--- config.mk ---
export PLATFORM = sky130hd
export DESIGN_NAME = munoc_axi4_write_order_guard_flat
export DESIGN_NICKNAME = d
export VERILOG_FILES = /design/src/rtl/munoc_axi4_write_order_guard_if.sv /design/src/rtl/munoc_axi4_write_order_guard.sv /design/src/flat_wrapper.sv
export SDC_FILE = /design/constraint.sdc
export NUM_CORES = 1
export LEC_CHECK = 0
export ABC_AREA = 1
export CORE_MARGIN = 2
export CORE_UTILIZATION = 39
export CTS_CLUSTER_SIZE = 12
export DETAILED_ROUTE_END_ITERATION = 8
export PLACE_DENSITY = 0.86
export SLEW_MARGIN = 20
export SYNTH_ARGS = -nofsm -noshare
export SYNTH_HDL_FRONTEND = slang
export SYNTH_SLANG_ARGS = --single-unit
--- constraint.sdc ---
create_clock -name clk -period 3.5 [get_ports clk]
set_input_delay 0.7 -clock clk [delete_from_list [all_inputs] [get_ports clk]]
set_output_delay 0.7 -clock clk [all_outputs]
set_load 0.05 [all_outputs]
--- src/rtl/munoc_axi4_write_order_guard_if.sv ---
// AXI4 write-address/data/response channel bundle used on both sides of the write order guard.
interface munoc_axi4_write_order_guard_if #(
    parameter int BW_AXI_TID       = 4,
    parameter int BW_PLATFORM_ADDR = 32,
    parameter int BW_NODE_DATA     = 32
);
    logic [BW_AXI_TID-1:0]       awid;
    logic [BW_PLATFORM_ADDR-1:0] awaddr;
    logic [7:0]                  awlen;
    logic [2:0]                  awsize;
    logic [1:0]                  awburst;
    logic                        awvalid;
    logic                        awready;

    logic [BW_NODE_DATA-1:0]     wdata;
    logic [BW_NODE_DATA/8-1:0]   wstrb;
    logic                        wlast;
    logic                        wvalid;
    logic                        wready;

    logic [BW_AXI_TID-1:0]       bid;
    logic [1:0]                  bresp;
    logic                        bvalid;
    logic                        bready;

    modport master (
        output awid, awaddr, awlen, awsize, awburst, awvalid,
        input  awready,
        output wdata, wstrb, wlast, wvalid,
        input  wready,
        input  bid, bresp, bvalid,
        output bready
    );

    modport slave (
        input  awid, awaddr, awlen, awsize, awburst, awvalid,
        output awready,
        input  wdata, wstrb, wlast, wvalid,
        output wready,
        output bid, bresp, bvalid,
        input  bready
    );
endinterface

--- src/rtl/munoc_axi4_write_order_guard.sv ---
// Holds upstream W beats until their AW has been accepted downstream and regenerates WLAST
// from the queued AWLEN values; a sticky flag records masters whose WLAST disagrees.
module munoc_axi4_write_order_guard #(
    parameter int BW_AXI_TID       = 4,
    parameter int BW_PLATFORM_ADDR = 32,
    parameter int BW_NODE_DATA     = 32,
    parameter int MAX_OUTSTANDING  = 4,
    localparam int PTR_W = $clog2(MAX_OUTSTANDING),
    localparam int CNT_W = PTR_W + 1
) (
    input  logic clk,
    input  logic rst,
    munoc_axi4_write_order_guard_if.slave  sx4,
    munoc_axi4_write_order_guard_if.master rx4,
    output logic [CNT_W-1:0] pending_count,
    output logic             wlast_error
);

    logic [7:0]       len_mem [MAX_OUTSTANDING];
    logic [PTR_W-1:0] wr_ptr_reg, wr_ptr_next;
    logic [PTR_W-1:0] rd_ptr_reg, rd_ptr_next;
    logic [CNT_W-1:0] count_reg, count_next;
    logic [7:0]       beat_cnt_reg, beat_cnt_next;
    logic             wlast_error_reg, wlast_error_next;

    logic       full;
    logic       empty;
    logic [7:0] fifo_head;
    logic       beat_last;
    logic       push;
    logic       w_hs;
    logic       pop;

    // full/empty come from the registered count, so a pop or push only takes effect next cycle.
    assign full      = (count_reg == CNT_W'(MAX_OUTSTANDING));
    assign empty     = (count_reg == '0);
    assign fifo_head = len_mem[rd_ptr_reg];
    assign beat_last = (beat_cnt_reg == fifo_head);

    // Channel handshakes, all forced idle while reset is held.
    assign rx4.awvalid = sx4.awvalid & ~full & ~rst;
    assign sx4.awready = rx4.awready & ~full & ~rst;
    assign rx4.wvalid  = sx4.wvalid & ~empty & ~rst;
    assign sx4.wready  = rx4.wready & ~empty & ~rst;
    assign sx4.bvalid  = rx4.bvalid & ~rst;
    assign rx4.bready  = sx4.bready & ~rst;

    assign rx4.awid    = BW_AXI_TID'(sx4.awid);
    assign rx4.awaddr  = BW_PLATFORM_ADDR'(sx4.awaddr);
    assign rx4.awlen   = sx4.awlen;
    assign rx4.awsize  = sx4.awsize;
    assign rx4.awburst = sx4.awburst;
    assign rx4.wdata   = BW_NODE_DATA'(sx4.wdata);
    assign rx4.wstrb   = sx4.wstrb;
    assign rx4.wlast   = beat_last;
    assign sx4.bid     = rx4.bid;
    assign sx4.bresp   = rx4.bresp;

    assign push = rx4.awvalid & rx4.awready;
    assign w_hs = rx4.wvalid & rx4.wready;
    assign pop  = w_hs & beat_last;

    assign pending_count = count_reg;
    assign wlast_error   = wlast_error_reg;

    always_comb begin
        wr_ptr_next      = wr_ptr_reg;
        rd_ptr_next      = rd_ptr_reg;
        count_next       = count_reg;
        beat_cnt_next    = beat_cnt_reg;
        wlast_error_next = wlast_error_reg;

        // Pointers wrap naturally because the depth is a power of two.
        if (push) wr_ptr_next = wr_ptr_reg + 1'b1;
        if (pop)  rd_ptr_next = rd_ptr_reg + 1'b1;

        case ({push, pop})
            2'b10:   count_next = count_reg + 1'b1;
            2'b01:   count_next = count_reg - 1'b1;
            default: count_next = count_reg;
        endcase

        if (w_hs) begin
            beat_cnt_next = pop ? 8'd0 : beat_cnt_reg + 8'd1;
            if (sx4.wlast != beat_last) wlast_error_next = 1'b1;
        end
    end

    always_ff @(posedge clk) begin
        if (rst) begin
            wr_ptr_reg      <= '0;
            rd_ptr_reg      <= '0;
            count_reg       <= '0;
            beat_cnt_reg    <= '0;
            wlast_error_reg <= 1'b0;
        end else begin
            wr_ptr_reg      <= wr_ptr_next;
            rd_ptr_reg      <= rd_ptr_next;
            count_reg       <= count_next;
            beat_cnt_reg    <= beat_cnt_next;
            wlast_error_reg <= wlast_error_next;
        end
    end

    // Length storage needs no reset: an entry is only read after it has been written.
    always_ff @(posedge clk) begin
        if (push) len_mem[wr_ptr_reg] <= rx4.awlen;
    end

endmodule

--- src/flat_wrapper.sv ---
// flat-port wrapper written by rule: the top's interface ports become plain ports
module munoc_axi4_write_order_guard_flat 
#(
    parameter int BW_AXI_TID       = 4,
    parameter int BW_PLATFORM_ADDR = 32,
    parameter int BW_NODE_DATA     = 32,
    parameter int MAX_OUTSTANDING  = 4,
    localparam int PTR_W = $clog2(MAX_OUTSTANDING),
    localparam int CNT_W = PTR_W + 1
)
  (clk, rst, pending_count, wlast_error, sx4_awid, sx4_awaddr, sx4_awlen, sx4_awsize, sx4_awburst, sx4_awvalid, sx4_awready, sx4_wdata, sx4_wstrb, sx4_wlast, sx4_wvalid, sx4_wready, sx4_bid, sx4_bresp, sx4_bvalid, sx4_bready, rx4_awid, rx4_awaddr, rx4_awlen, rx4_awsize, rx4_awburst, rx4_awvalid, rx4_awready, rx4_wdata, rx4_wstrb, rx4_wlast, rx4_wvalid, rx4_wready, rx4_bid, rx4_bresp, rx4_bvalid, rx4_bready);
  munoc_axi4_write_order_guard_if #(.BW_AXI_TID(BW_AXI_TID), .BW_PLATFORM_ADDR(BW_PLATFORM_ADDR), .BW_NODE_DATA(BW_NODE_DATA)) sx4_i ();
  munoc_axi4_write_order_guard_if #(.BW_AXI_TID(BW_AXI_TID), .BW_PLATFORM_ADDR(BW_PLATFORM_ADDR), .BW_NODE_DATA(BW_NODE_DATA)) rx4_i ();
  input  logic clk;
  input  logic rst;
  output logic [CNT_W-1:0] pending_count;
  output logic wlast_error;
  input wire logic [$bits(sx4_i.awid)-1:0] sx4_awid;
  input wire logic [$bits(sx4_i.awaddr)-1:0] sx4_awaddr;
  input wire logic [$bits(sx4_i.awlen)-1:0] sx4_awlen;
  input wire logic [$bits(sx4_i.awsize)-1:0] sx4_awsize;
  input wire logic [$bits(sx4_i.awburst)-1:0] sx4_awburst;
  input wire logic [$bits(sx4_i.awvalid)-1:0] sx4_awvalid;
  output wire logic [$bits(sx4_i.awready)-1:0] sx4_awready;
  input wire logic [$bits(sx4_i.wdata)-1:0] sx4_wdata;
  input wire logic [$bits(sx4_i.wstrb)-1:0] sx4_wstrb;
  input wire logic [$bits(sx4_i.wlast)-1:0] sx4_wlast;
  input wire logic [$bits(sx4_i.wvalid)-1:0] sx4_wvalid;
  output wire logic [$bits(sx4_i.wready)-1:0] sx4_wready;
  output wire logic [$bits(sx4_i.bid)-1:0] sx4_bid;
  output wire logic [$bits(sx4_i.bresp)-1:0] sx4_bresp;
  output wire logic [$bits(sx4_i.bvalid)-1:0] sx4_bvalid;
  input wire logic [$bits(sx4_i.bready)-1:0] sx4_bready;
  output wire logic [$bits(rx4_i.awid)-1:0] rx4_awid;
  output wire logic [$bits(rx4_i.awaddr)-1:0] rx4_awaddr;
  output wire logic [$bits(rx4_i.awlen)-1:0] rx4_awlen;
  output wire logic [$bits(rx4_i.awsize)-1:0] rx4_awsize;
  output wire logic [$bits(rx4_i.awburst)-1:0] rx4_awburst;
  output wire logic [$bits(rx4_i.awvalid)-1:0] rx4_awvalid;
  input wire logic [$bits(rx4_i.awready)-1:0] rx4_awready;
  output wire logic [$bits(rx4_i.wdata)-1:0] rx4_wdata;
  output wire logic [$bits(rx4_i.wstrb)-1:0] rx4_wstrb;
  output wire logic [$bits(rx4_i.wlast)-1:0] rx4_wlast;
  output wire logic [$bits(rx4_i.wvalid)-1:0] rx4_wvalid;
  input wire logic [$bits(rx4_i.wready)-1:0] rx4_wready;
  input wire logic [$bits(rx4_i.bid)-1:0] rx4_bid;
  input wire logic [$bits(rx4_i.bresp)-1:0] rx4_bresp;
  input wire logic [$bits(rx4_i.bvalid)-1:0] rx4_bvalid;
  output wire logic [$bits(rx4_i.bready)-1:0] rx4_bready;
  assign sx4_i.awid = sx4_awid;
  assign sx4_i.awaddr = sx4_awaddr;
  assign sx4_i.awlen = sx4_awlen;
  assign sx4_i.awsize = sx4_awsize;
  assign sx4_i.awburst = sx4_awburst;
  assign sx4_i.awvalid = sx4_awvalid;
  assign sx4_awready = sx4_i.awready;
  assign sx4_i.wdata = sx4_wdata;
  assign sx4_i.wstrb = sx4_wstrb;
  assign sx4_i.wlast = sx4_wlast;
  assign sx4_i.wvalid = sx4_wvalid;
  assign sx4_wready = sx4_i.wready;
  assign sx4_bid = sx4_i.bid;
  assign sx4_bresp = sx4_i.bresp;
  assign sx4_bvalid = sx4_i.bvalid;
  assign sx4_i.bready = sx4_bready;
  assign rx4_awid = rx4_i.awid;
  assign rx4_awaddr = rx4_i.awaddr;
  assign rx4_awlen = rx4_i.awlen;
  assign rx4_awsize = rx4_i.awsize;
  assign rx4_awburst = rx4_i.awburst;
  assign rx4_awvalid = rx4_i.awvalid;
  assign rx4_i.awready = rx4_awready;
  assign rx4_wdata = rx4_i.wdata;
  assign rx4_wstrb = rx4_i.wstrb;
  assign rx4_wlast = rx4_i.wlast;
  assign rx4_wvalid = rx4_i.wvalid;
  assign rx4_i.wready = rx4_wready;
  assign rx4_i.bid = rx4_bid;
  assign rx4_i.bresp = rx4_bresp;
  assign rx4_i.bvalid = rx4_bvalid;
  assign rx4_bready = rx4_i.bready;
  munoc_axi4_write_order_guard #(.BW_AXI_TID(BW_AXI_TID), .BW_PLATFORM_ADDR(BW_PLATFORM_ADDR), .BW_NODE_DATA(BW_NODE_DATA), .MAX_OUTSTANDING(MAX_OUTSTANDING)) u_core (.clk(clk), .rst(rst), .sx4(sx4_i), .rx4(rx4_i), .pending_count(pending_count), .wlast_error(wlast_error));
endmodule
==> out/summary.md <==
* cell-internal power: 814 uW
* Num CTS Buffers: 5
* clock share of power: 30.7%
* antenna diode count: 0
* cell type contributing the most total cell area after synthesis: edfxtp_1
* post-detailed-route wirelength per cell: 18.4 um
* DRC: 0
* Syn-to-layout area delta: -3.73%
* y dimension of the die: 92.9 um
* row count: 32
* syn nets: 457
* share of the synthesized area in the top cell type: 31.2%
* RSZ-0062 raised after global routing: false
* number of warnings reported in the yosys synthesis log: 0
* sequential area share after synthesis: 42.8%
* Reg power frac: 59.4%
* EDFF count, synth: 32
* maximum net fanout on the critical path: 10
* H-tree level count: 2
* antenna violations before repair: 0
* number of buffers between clock root and the deepest sink: 2
* leading cell type by number of instances after synthesis: buf_4
* run status: finished, final reports clean
* drt first pass iters: 4
* summed instance area of the synthesized netlist: 0.00308 mm2
* Post CTS Setup Buffer Count: 0
* synthesized instance count: 350
* fraction of registers with async set/reset: 0%
* Final TNS setup: 0 ns
* minimum setup slack after placement: 0.351 ns
* most used standard cells in the synthesized netlist: buf_4 (92), nand2_1 (68), inv_1 (34)
* mean area per synthesized cell: 8.81 um2
* all-layer global routing usage: 17.5%
* Worst path slowest cell: clkdlybuf4s50_1
* Die Footprint: 0.00864 mm2
* number of port buffers: 35
* routed via count: 1949
* clock root buffer: clkbuf_8
* number of design-rule violations left by the first detailed-router iteration: 100
* Max Freq: 0.309 GHz
* number of nets at the end of the flow: 409
* cell family with the largest share of critical-path delay: buffers and inverters
* number of global-route vias before repair: 2003
* worst vdd ir: 0.269 mV
* worst setup margin: 0.266 ns
* clock tree from TritonCTS: yes
* cell-by-cell listing of the critical path: buf_4 -> nand2_1 -> nand3_1 -> nand3_1 -> nand2_1 -> nand2_1 -> nor2_4 -> nand2_2 -> inv_1 -> clkdlybuf4s50_1
* switching part of the total: 24.0%
* synth top area cells: edfxtp_1 (31%), buf_4 (22%), dfxtp_1 (12%), nand2_1 (8.3%), nand3_1 (4.5%)
* Data required, critical path: 2.80 ns
* Logic pwr share: 9.9%
* total chip power: 1070 uW
* power density normalized to cell area: 361 mW/mm2
* Reg2Reg Setup Slack: 0.83 ns
* Setup-failing EPs final: 0
* Synth Register Bits: 50
* core box area: 0.00769 mm2
* final count of hold timing violations: 0
* total leakage power: 0.00117 uW
* largest clock skew in the final design: 0.0131 ns
* worst hold path depth: 2
* clock latency on the worst-skew pair: 0.31 ns
* remaining max-slew budget at the tightest pin: 66.4%
* launch point of the worst hold path: u_core.wlast_error$_SDFFE_PP0P_
* element type at the critical path start: flip-flop
* sort of element at the end of the critical path: output port
* Critical Path Most Common Cell: nand2_1
* delay of the slowest cell on the worst path: 0.79 ns
* total wire length after detailed routing: 7470 um
* number of fill cells in the layout: 744
* number of sinks handled by clock tree synthesis: 50
* Design Area, Final: 0.00297 mm2
* fin crit period: 3.23 ns
* DP Area: 0.00288 mm2
* Crit Path Class: flip-flop to output port
* max reg flops: 32
* class of the tightest hold or removal check: flip-flop to flip-flop
* Remaining Overflow, GRT: 0
* number of gates resized after CTS: 0
* CTS clock-pin slew for the worst setup and hold paths: 0.10 ns
* half-perimeter wire length of the detailed placement result: 6210 um
* actual transition at the worst max-transition pin: 0.503 ns
* fraction of layout instances using a drive strength above 1: 15.2%
* I/O pin count: 202
* reg2reg end: u_core.pending_count[2]$_SDFFE_PP0P_
* max-capacitance violation count: 0
* Arrival @ worst endpoint: 2.53 ns
* reg2reg path depth: 16
* most used flip-flop cell after synthesis: edfxtp_1
* pin count of the biggest net entering global routing: 17
* global-route wire length before repair: 11300 um
* final critical-path share of the clock period: 92.4%
* Slew Limit Fails: 0
* worst path bufs/invs: 3
* number of buffers added to fix hold violations after cts: 0
* weighted congestion at the end of routability-driven global placement: 0.847
* width of the die: 92.9 um
* hold path endpoint: u_core.wlast_error$_SDFFE_PP0P_
* remaining antenna violation count after routing: 0
* Unique masters post-synth: 31
* Initial Utilization: 40.1%
* Net Sw Power: 257 uW
* DR vias/cell: 4.81
==> layer usage <==
layer	track usage [%]	up-vias	share of wire, %
li1	-	928	-
met1	13.8	885	26
met2	32.5	120	53
met3	13.6	16	19
met4	4.90	0	1.8
met5	0	-	0
==> power groups by stage <==
stage                     logic, uW  clock network (uW)  registers (uW)
after CTS                       107                 337             636
after global placement          105                   0             649
after global routing            115                 363             636
after floorplan                 318                   0             652
final                           106                 329             636
after detailed placement        107                   0             649
==> kinds of logic (layout without fill, tap and decap cells) <==
logic type,after synthesis,after routing,synth area share (%)
simple gates,133,133,20.9
buf+inv,135,88,28.5
compound gates,23,23,4.14
fa+ha+maj,7,7,3.08
xor+xnor,2,2,0.568
flops,50,50,42.8
==> through the flow <==
stage	hold slack, ns	util [%]	cells
floorplan	0.475	-	350
global placement	0.445	37.4	397
detailed placement	0.450	37.4	397
CTS	0.466	38.6	405
global route	0.485	38.6	405
finish	0.470	38.6	405
==> cell type report <==
cell class / count / area (um2) / share of cell area, %
sequential: 50 / 1320 / 44.6
timing repair buffer: 41 / 390 / 13.1
clock buffer: 5 / 68.8 / 2.32
inverter: 39 / 154 / 5.18
clock inverter: 3 / 21.3 / 0.716
tap: 102 / 128 / 4.30
multi-input combinational: 165 / 883 / 29.8
==> placed cells by master (no fill, tap or decap) <==
cell type | synthesis | routed
nor2_1 | 12 | 12
o31ai_1 | 1 | 1
nor2_2 | 1 | 1
nor3_1 | 2 | 2
dfxtp_1 | 18 | 16
nand2_2 | 11 | 11
o21ai_0 | 8 | 8
nand3_1 | 28 | 28
inv_4 | 1 | 1
buf_4 | 92 | 8
inv_1 | 34 | 34
nand3_2 | 6 | 6
a21oi_2 | 1 | 1
clkbuf_8 | 0 | 5
ha_1 | 6 | 6
inv_2 | 3 | 3
nor2_4 | 2 | 2
nor3_2 | 1 | 1
o21a_1 | 1 | 1
dfxtp_2 | 0 | 2
nor3b_1 | 1 | 1
fa_1 | 1 | 1
o2111ai_1 | 1 | 1
clkinv_2 | 0 | 1
a21oi_1 | 11 | 11
edfxtp_1 | 32 | 32
nand3_4 | 1 | 1
clkinvlp_4 | 0 | 1
nand2_1 | 68 | 68
clkinv_4 | 1 | 2
clkdlybuf4s50_1 | 0 | 33
xor2_1 | 2 | 2
==> worst register-to-register path, cell delays in order, from the launching register on <==
cell and delay, ns:
dfxtp_2 0.48, buf_4 0.21, nand2_1 0.06, nand3_1 0.10, nand3_1 0.08, nand2_1 0.08
nand2_1 0.09, nor2_4 0.18, nand3_4 0.13, clkinv_4 0.08, ha_1 0.13, inv_1 0.06
fa_1 0.38, a21oi_1 0.14, o21ai_0 0.12, o21ai_0 0.19, a21oi_1 0.06
==> worst max-delay path by stage <==
stage	start	to	slack (ns)	cells after the start
2_1_floorplan	u_core.pending_count[0]$_SDFFE_PP0P_	u_core.pending_count[2]$_SDFFE_PP0P_	0.42	15
3_3_place_gp	rst	u_core.pending_count[2]$_SDFFE_PP0P_	0.48	12
3_5_place_dp	rst	u_core.pending_count[2]$_SDFFE_PP0P_	0.35	12
4_1_cts	flip-flop	rx4_wlast	0.09	11
5_1_grt	flip-flop	rx4_wlast	0.06	11
6_report	flip-flop	rx4_wlast	0.27	10
(Power assumes the default switching activity.)
